==> config.mk <==
export PLATFORM = sky130hd
export DESIGN_NAME = cond_flags_unit
export DESIGN_NICKNAME = d
export VERILOG_FILES = /design/src/rtl/cpu_cond_pkg.sv /design/src/rtl/cond_eval.sv /design/src/rtl/cond_flags_unit.sv
export SDC_FILE = /design/constraint.sdc
export NUM_CORES = 1
export LEC_CHECK = 0
export ABC_AREA = 0
export CAP_MARGIN = 20
export CORE_UTILIZATION = 48
export CTS_CLUSTER_SIZE = 28
export DETAILED_ROUTE_END_ITERATION = 12
export GPL_TIMING_DRIVEN = 0
export HOLD_SLACK_MARGIN = 0.1
export PLACE_DENSITY_LB_ADDON = 0.1
export REMOVE_ABC_BUFFERS = 1
export SYNTH_ARGS = -nofsm -noshare
export SYNTH_HDL_FRONTEND = slang
export SYNTH_SLANG_ARGS = --single-unit
==> constraint.sdc <==
create_clock -name clk -period 2.7 [get_ports clk]
set_clock_uncertainty 0.15 [all_clocks]
set_input_delay 0.81 -clock clk [delete_from_list [all_inputs] [get_ports clk]]
set_output_delay 0.81 -clock clk [all_outputs]
set_load 0.02 [all_outputs]
==> src/rtl/cpu_cond_pkg.sv <==
// Shared condition-code definitions for the flag/condition logic and the branch unit.
package cpu_cond_pkg;

    typedef logic [3:0] nzcv_t;

    localparam int FLAG_N = 3;
    localparam int FLAG_Z = 2;
    localparam int FLAG_C = 1;
    localparam int FLAG_V = 0;

    localparam logic [3:0] COND_EQ = 4'h0;
    localparam logic [3:0] COND_NE = 4'h1;
    localparam logic [3:0] COND_CS = 4'h2;
    localparam logic [3:0] COND_CC = 4'h3;
    localparam logic [3:0] COND_MI = 4'h4;
    localparam logic [3:0] COND_PL = 4'h5;
    localparam logic [3:0] COND_VS = 4'h6;
    localparam logic [3:0] COND_VC = 4'h7;
    localparam logic [3:0] COND_HI = 4'h8;
    localparam logic [3:0] COND_LS = 4'h9;
    localparam logic [3:0] COND_GE = 4'hA;
    localparam logic [3:0] COND_LT = 4'hB;
    localparam logic [3:0] COND_GT = 4'hC;
    localparam logic [3:0] COND_LE = 4'hD;
    localparam logic [3:0] COND_AL = 4'hE;
    localparam logic [3:0] COND_NV = 4'hF;

endpackage

==> src/rtl/cond_eval.sv <==
// Pure combinational condition decode; shared with the branch unit.
module cond_eval
    import cpu_cond_pkg::*;
(
    input  nzcv_t      nzcv,
    input  logic [3:0] cond,
    output logic       pass
);

    logic n, z, c, v;

    always_comb begin
        n = nzcv[FLAG_N];
        z = nzcv[FLAG_Z];
        c = nzcv[FLAG_C];
        v = nzcv[FLAG_V];
        pass = 1'b0;
        case (cond)
            COND_EQ: pass = z;
            COND_NE: pass = !z;
            COND_CS: pass = c;
            COND_CC: pass = !c;
            COND_MI: pass = n;
            COND_PL: pass = !n;
            COND_VS: pass = v;
            COND_VC: pass = !v;
            COND_HI: pass = c & !z;
            COND_LS: pass = !c | z;
            COND_GE: pass = (n == v);
            COND_LT: pass = (n != v);
            COND_GT: pass = !z & (n == v);
            COND_LE: pass = z | (n != v);
            COND_AL: pass = 1'b1;
            default: pass = 1'b0;
        endcase
    end

endmodule

==> src/rtl/cond_flags_unit.sv <==
// Status register plus one-deep condition-evaluation stage with valid/ready output.
// Define FLAG_SHADOW_EN to add an interrupt shadow copy of the flags and irq_enter/irq_exit.
module cond_flags_unit
    import cpu_cond_pkg::*;
(
    input  logic        clk,
    input  logic        rst_n,
    input  nzcv_t       flags_in,
    input  logic        flags_we,
    input  logic        cond_valid,
    input  logic [3:0]  cond,
    output logic        cond_ready,
    output logic        exec_valid,
    output logic        exec_en,
    input  logic        exec_ready,
    output nzcv_t       flags_q,
    output logic [15:0] skip_cnt
`ifdef FLAG_SHADOW_EN
    ,
    input  logic        irq_enter,
    input  logic        irq_exit
`endif
);

    nzcv_t       flags_d;
    nzcv_t       next_flags;
    logic        pass;
    logic        accept;
    logic        exec_valid_d, exec_valid_q;
    logic        exec_en_d, exec_en_q;
    logic [15:0] skip_cnt_d, skip_cnt_q;
`ifdef FLAG_SHADOW_EN
    nzcv_t       shadow_d, shadow_q;
`endif

    // Evaluate against the flags being written this cycle so a compare
    // immediately followed by a conditional instruction costs no bubble.
    cond_eval u_cond_eval (
        .nzcv (next_flags),
        .cond (cond),
        .pass (pass)
    );

    always_comb begin
        next_flags = flags_we ? flags_in : flags_q;
`ifdef FLAG_SHADOW_EN
        shadow_d = shadow_q;
        if (irq_enter) shadow_d = next_flags;
        if (irq_exit)  next_flags = shadow_q;
`endif
        flags_d = next_flags;

        cond_ready   = !exec_valid_q | exec_ready;
        accept       = cond_valid & cond_ready;
        exec_valid_d = exec_valid_q;
        exec_en_d    = exec_en_q;
        skip_cnt_d   = skip_cnt_q;
        if (accept) begin
            exec_valid_d = 1'b1;
            exec_en_d    = pass;
            if (!pass && skip_cnt_q != 16'hFFFF) skip_cnt_d = skip_cnt_q + 16'd1;
        end else if (exec_ready) begin
            exec_valid_d = 1'b0;
        end
    end

    always_ff @(posedge clk or negedge rst_n) begin
        if (!rst_n) begin
            flags_q      <= 4'b0000;
            exec_valid_q <= 1'b0;
            exec_en_q    <= 1'b0;
            skip_cnt_q   <= 16'd0;
`ifdef FLAG_SHADOW_EN
            shadow_q     <= 4'b0000;
`endif
        end else begin
            flags_q      <= flags_d;
            exec_valid_q <= exec_valid_d;
            exec_en_q    <= exec_en_d;
            skip_cnt_q   <= skip_cnt_d;
`ifdef FLAG_SHADOW_EN
            shadow_q     <= shadow_d;
`endif
        end
    end

    assign exec_valid = exec_valid_q;
    assign exec_en    = exec_en_q;
    assign skip_cnt   = skip_cnt_q;

endmodule

; ---- After elaboration in Yosys (flattened, before gate mapping)
; Index checks and enable logic that the tools add are counted.
[op_classes]
add_sub_neg = 1
n_eq_ne = 17
n_mux = 4
bitwise = 6
n_reduce_logical = 10
[op_table]
columns = cell, n
row1 = 4-bit equality test (second input constant), 7
row2 = 16-bit by 1-bit adder with 16-bit output (second input constant), 1
row3 = 4-bit by 3-bit equality test with 1-bit output (second input constant), 4
row4 = 16-bit inequality test (second input constant), 1
row5 = 1-bit one-hot mux with 15 select lines, 1
row6 = 4-bit by 2-bit equality test with 1-bit output (second input constant), 2
row7 = 1-bit zero test, 6
row8 = 4-bit by 1-bit equality test with 1-bit output (second input constant), 1
row9 = 4-bit zero test, 1
row10 = 4-bit 2-to-1 mux, 1
row11 = 1-bit AND, 3
row12 = 1-bit bitwise OR, 3
row13 = 1-bit 2-to-1 mux, 2
row14 = 2-bit AND reduction, 1
row15 = 2-bit nonzero test, 1
row16 = 1-bit equality test, 1
row17 = 1-bit logical AND, 1
row18 = 1-bit inequality test, 1
[word_totals]
ff_bits = 22
input_bits = 13
output_inout_bits = 23
elab_cells = 42

; ---- Longest topological paths before layout
[logic_depth]
ltp_word = 7
mapped_depth = 9
depth_no_buf = 7

; ---- Modules after synthesis
; From an unflattened synthesis, not the netlist that was laid out.
[unflattened]
hier_cells = 111
area_unflattened_um2 = 1194.9
[by_module_without_submodules]
columns = module, instances, cells_per_inst, area_each_um2, seq_area_each_um2
row1 = cond_flags_unit, 1, 83, 1001.0, 550.5
row2 = cond_eval, 1, 28, 193.9, 0.0

; ---- Worst setup path before layout
; Ideal clock, no wire load.
[synth_path]
path_kind = input to register
from = input port flags_we
to = register skip_cnt_q[1] (netlist: skip_cnt[1])
setup_ns = 0.125
arrival_ns = 2.323
required_ns = 2.425
slack_ns = 0.102
cell_stages = 7
path_buffers = 1
path_cell_list = buf_6 -> nand3b_1 -> o22a_1 -> a311oi_2 -> nand3_2 -> nor2_1 -> mux2_2
[synth_between]
elab_chain_len = 7
elab_cells_between_ends = 15
classes_between = eq/ne (2) / mux (2) / bitwise (4) / reduce/logical (7)
[synth_rtl]
columns = element, line
row1 = "start, declared", cond_flags_unit.sv:9  ; input logic flags_we,
row2 = 4-bit 2-to-1 mux *, cond_flags_unit.sv:45  ; next_flags = flags_we ? flags_in : flags_q;
row3 = "1-bit inequality test, or another cell as far along", "cond_eval.sv:30, cond_eval.sv:32"
row4 = "1-bit bitwise OR, or another cell as far along", cond_eval.sv:32  ; COND_LE: pass = z | (n != v);
row5 = 1-bit one-hot mux with 15 select lines *, cond_eval.sv:18  ; case (cond)
row6 = 1-bit zero test *, cond_flags_unit.sv:61  ; if (!pass && skip_cnt_q != 16'hFFFF) skip_cnt_d = skip_cnt_q + 16'd1;
row7 = 1-bit logical AND *, cond_flags_unit.sv:61
row8 = 2-bit AND reduction (no line) *, -
row9 = "end signal, assigned", cond_flags_unit.sv:80  ; skip_cnt_q <= skip_cnt_d;
row10 = "end, declared", cond_flags_unit.sv:31  ; logic [15:0] skip_cnt_d, skip_cnt_q;
; Mark *: on every way between the ends. The rest lies on a longest branch, timed or not.
; A chain may end at the register's enable or synchronous reset.

; ---- Worst setup path after layout
[layout_path]
from = input port flags_in[0]
to = register skip_cnt_q[14] (netlist: skip_cnt[14])
[layout_between]
elab_chain_len = 7
elab_cells_between_ends = 10
classes_between = eq/ne (2) / mux (2) / bitwise (2) / reduce/logical (4)
[layout_rtl]
columns = element, line
row1 = "start, declared", cond_flags_unit.sv:8  ; input nzcv_t flags_in,
row2 = 4-bit 2-to-1 mux *, cond_flags_unit.sv:45
row3 = net flags_d[0], cond_flags_unit.sv:25  ; nzcv_t flags_d;
row4 = 1-bit inequality test / 1-bit equality test (equally long branches), -
row5 = 1-bit bitwise OR / 1-bit AND (equally long branches), "cond_eval.sv:32, cond_eval.sv:31"
row6 = 1-bit one-hot mux with 15 select lines *, cond_eval.sv:18
row7 = 1-bit zero test *, cond_flags_unit.sv:61
row8 = 1-bit logical AND *, cond_flags_unit.sv:61
row9 = 2-bit AND reduction (no line) *, -
; Mark *: on every way through the listed nets, which the timed path passes. The rest lies on a longest branch.

==> impl_metrics.env <==
export IMPL_cp_cell_sequence="clkdlybuf4s50_1, mux2_4, o311ai_1, a311oi_2, buf_4, nand2_2, nor3_1, mux2_2"
export IMPL_initial_core_util=0.5266
export IMPL_slowest_stage="clkdlybuf4s50_1"
export IMPL_cts_inserted_buffers=3
export IMPL_gp_congestion=0.8515
export IMPL_synth_seq_cells=22
export IMPL_path_max_fanout=7
export IMPL_grt_antenna_before_repair=0
export IMPL_peakVddDrop_mv=0.5099
export IMPL_io_pins=36
export IMPL_p_per_area_nw_per_um2=609.5
export IMPL_first_global_vias=1124
export IMPL_n_antenna_cell=0
export IMPL_rsz0062_at_grt="true"
export IMPL_grt_usage=0.2102
export IMPL_path_class="primary input to register"
export IMPL_final_common_cell="clkdlybuf4s50_1"
export IMPL_critPathCaptureType="register"
export IMPL_cts_root_buf="clkbuf_4"
export IMPL_hold_buffers=0
export IMPL_cts_sinks=22
export IMPL_layout_common_cells="clkdlybuf4s50_1, dfrtp_1, nand2_1, xor2_1, nand2b_1"
export IMPL_drt_initial_drc_count=40
export IMPL_dp_cells=190
export IMPL_routed_via_density=5.859
export IMPL_route_detailed_drc=0
export IMPL_wl_per_cell_um=15.70
export IMPL_overflow=0
export IMPL_post_route_min_period_ns=2.716
export IMPL_arrival_ns=2.78
export IMPL_nets=184
export IMPL_hp_class="register to register"
export IMPL_ys_top_cells_by_area="dfrtp_1, xor2_1, nand2_1"
export IMPL_setup_viol=1
export IMPL_slew_headroom=0.5957
export IMPL_vias=1166
export IMPL_rows=18
export IMPL_placed_area_um2=1707
export IMPL_worst_pin_slew_ns=0.5981
export IMPL_drive_gt1_frac=0.1953
export IMPL_fillers=201
export IMPL_final_area_um2=1848
export IMPL_fin_crit_sh=1.006
export IMPL_synth_avg_cell_area_um2=10.41
export IMPL_cts_buffer_depth=2
export IMPL_die_height_um=55.31
export IMPL_yosysUniqueCellTypes=37
export IMPL_drv_cap=0
export IMPL_totalWireLength_mm=3.125
export IMPL_fmax_ghz=0.3682
export IMPL_core_area_um2=2590
export IMPL_required_ns=2.77
export IMPL_area_growth_pct=35.50
export IMPL_yosysTopAreaCellShare=0.4037
export IMPL_die_w_um=55.31
export IMPL_slew_violations=0
export IMPL_status="finished with violations"
export IMPL_drt_pass1_iter_count=4
export IMPL_grt_pass1_wl_mm=5.278
export IMPL_cts_tree="yes"
export IMPL_ant_nets=0
export IMPL_port_buffers=35
export IMPL_final_cells=199
export IMPL_htree_levels=1
export IMPL_ys_warn_count=0
export IMPL_yosysSeqAreaShare=0.4037
export IMPL_clock_latency_ns=0.31
export IMPL_dieArea_um2=3059
export IMPL_start_kind="primary input"
export IMPL_hpwlAfterDp_mm=2.128
export IMPL_setup_tns_ns=-0.01591
export IMPL_slowest_delay_ns=0.50
export IMPL_final_hold_violation_count=0
export IMPL_grt_max_degree=23
export IMPL_power_leakage_nw=0.8047
export IMPL_clkSlewWorstSetupHoldPaths_ns=0.14
export IMPL_syn_cell_area_um2=1364
export IMPL_yosysTopAreaCell="dfrtp_1"
export IMPL_violations="negative setup slack"
export IMPL_setup_ws_ns=-0.01591
export IMPL_synth_cells=131
## critical path, delay by kind of cell
kind / cells / cell delay (ns)
compound gates: 2 / 0.38
buf+inv: 2 / 0.67
mux: 2 / 0.55
simple gates: 2 / 0.36
## sequential cells by signal (all words and copies together) (netlist names)
name	flops
flags_q	4
exec_en	1
skip_cnt	16
exec_valid	1
## where the power goes
part | switching, mW | internal (mW)
clock | 0.111 | 0.150
combinational | 0.207 | 0.201
sequential | 0.0688 | 0.389
total | 0.387 | 0.739
## layout make-up
type                       instances  area [um2]  area share
multi-input combinational        100       804.5      0.4353
sequential                        22       550.5      0.2979
timing repair buffer              40       391.6      0.2119
tap                               30       37.54     0.02031
clock inverter                     1       30.03     0.01625
clock buffer                       3       22.52     0.01219
inverter                           3       11.26    0.006093
## metal layers
layer	vias to the layer above	track usage	share of wire
li1	550	-	-
met1	574	0.3012	0.46
met2	40	0.3253	0.49
met3	2	0.03981	0.039
met4	0	0.05714	0.0032
met5	-	0	0
## per-stage QoR
| stage | total power [mW] | worst slack, ns | hold slack (ns) | utilization |
|---|---|---|---|---|
| 6_report | 1.126 | -0.01591 | 0.3534 | 0.7135 |
| 3_3_place_gp | 0.8369 | -0.8263 | 0.3234 | 0.6589 |
| 4_1_cts | 1.120 | 0.0001816 | 0.3533 | 0.6942 |
| 2_1_floorplan | 0.6553 | 0.1389 | 0.3644 | - |
| 5_1_grt | 1.192 | -0.05345 | 0.3825 | 0.7135 |
| 3_5_place_dp | 0.8480 | -0.8547 | 0.3350 | 0.6589 |
## cells in the mapped netlist
cell type,number
xnor2_1,2
nand2b_1,8
buf_4,1
nor3b_2,2
nor4b_1,1
a311oi_2,1
nor2_1,4
nand3_2,1
nand2_1,15
o22ai_2,1
xor2_1,14
o22a_1,1
a21oi_1,2
a211o_1,1
and3_1,7
ha_1,1
mux2_2,3
o311ai_1,1
o2111ai_4,1
nor4b_2,1
nor4_4,1
nor3_1,7
and4_1,1
a211oi_2,1
mux2i_1,3
nand3b_1,2
nand4b_1,1
a21o_1,1
inv_1,3
mux2i_4,1
nand3_1,6
dfrtp_1,22
mux2_4,1
nand4_1,1
buf_2,3
buf_6,2
nor4_1,7
## path summary, 6_finish.rpt
path,start,to,slack [ns],cells after the start
max in group asynchronous,rst_n,skip_cnt[7],1.30,2
worst min register to register,skip_cnt[9],skip_cnt[9],0.35,1
min in group asynchronous,rst_n,flags_q[0],0.65,1
worst max register to register,skip_cnt[0],skip_cnt[1],0.37,7
worst max-delay path,flags_in[0],skip_cnt[14],-0.02,8
worst min-delay path,skip_cnt[9],skip_cnt[9],0.35,1
## repair_timing
action	in CTS	in global routing
setup endpoints to repair	18	15
setup buffers	4	0
cloned	0	0
pin swaps	2	2
gates resized for setup	11	11
## logic make-up (layout without fill, tap and decap cells)
| logic type | Yosys count | after routing | synth area share |
|---|---|---|---|
| xor+xnor | 16 | 16 | 0.1028 |
| compound gates | 10 | 10 | 0.08074 |
| fa+ha+maj | 1 | 1 | 0.009173 |
| buf+inv | 9 | 47 | 0.04128 |
| simple gates | 65 | 65 | 0.2881 |
| flops | 22 | 22 | 0.4037 |
| mux | 8 | 8 | 0.07431 |
(Power assumes the default switching activity.)
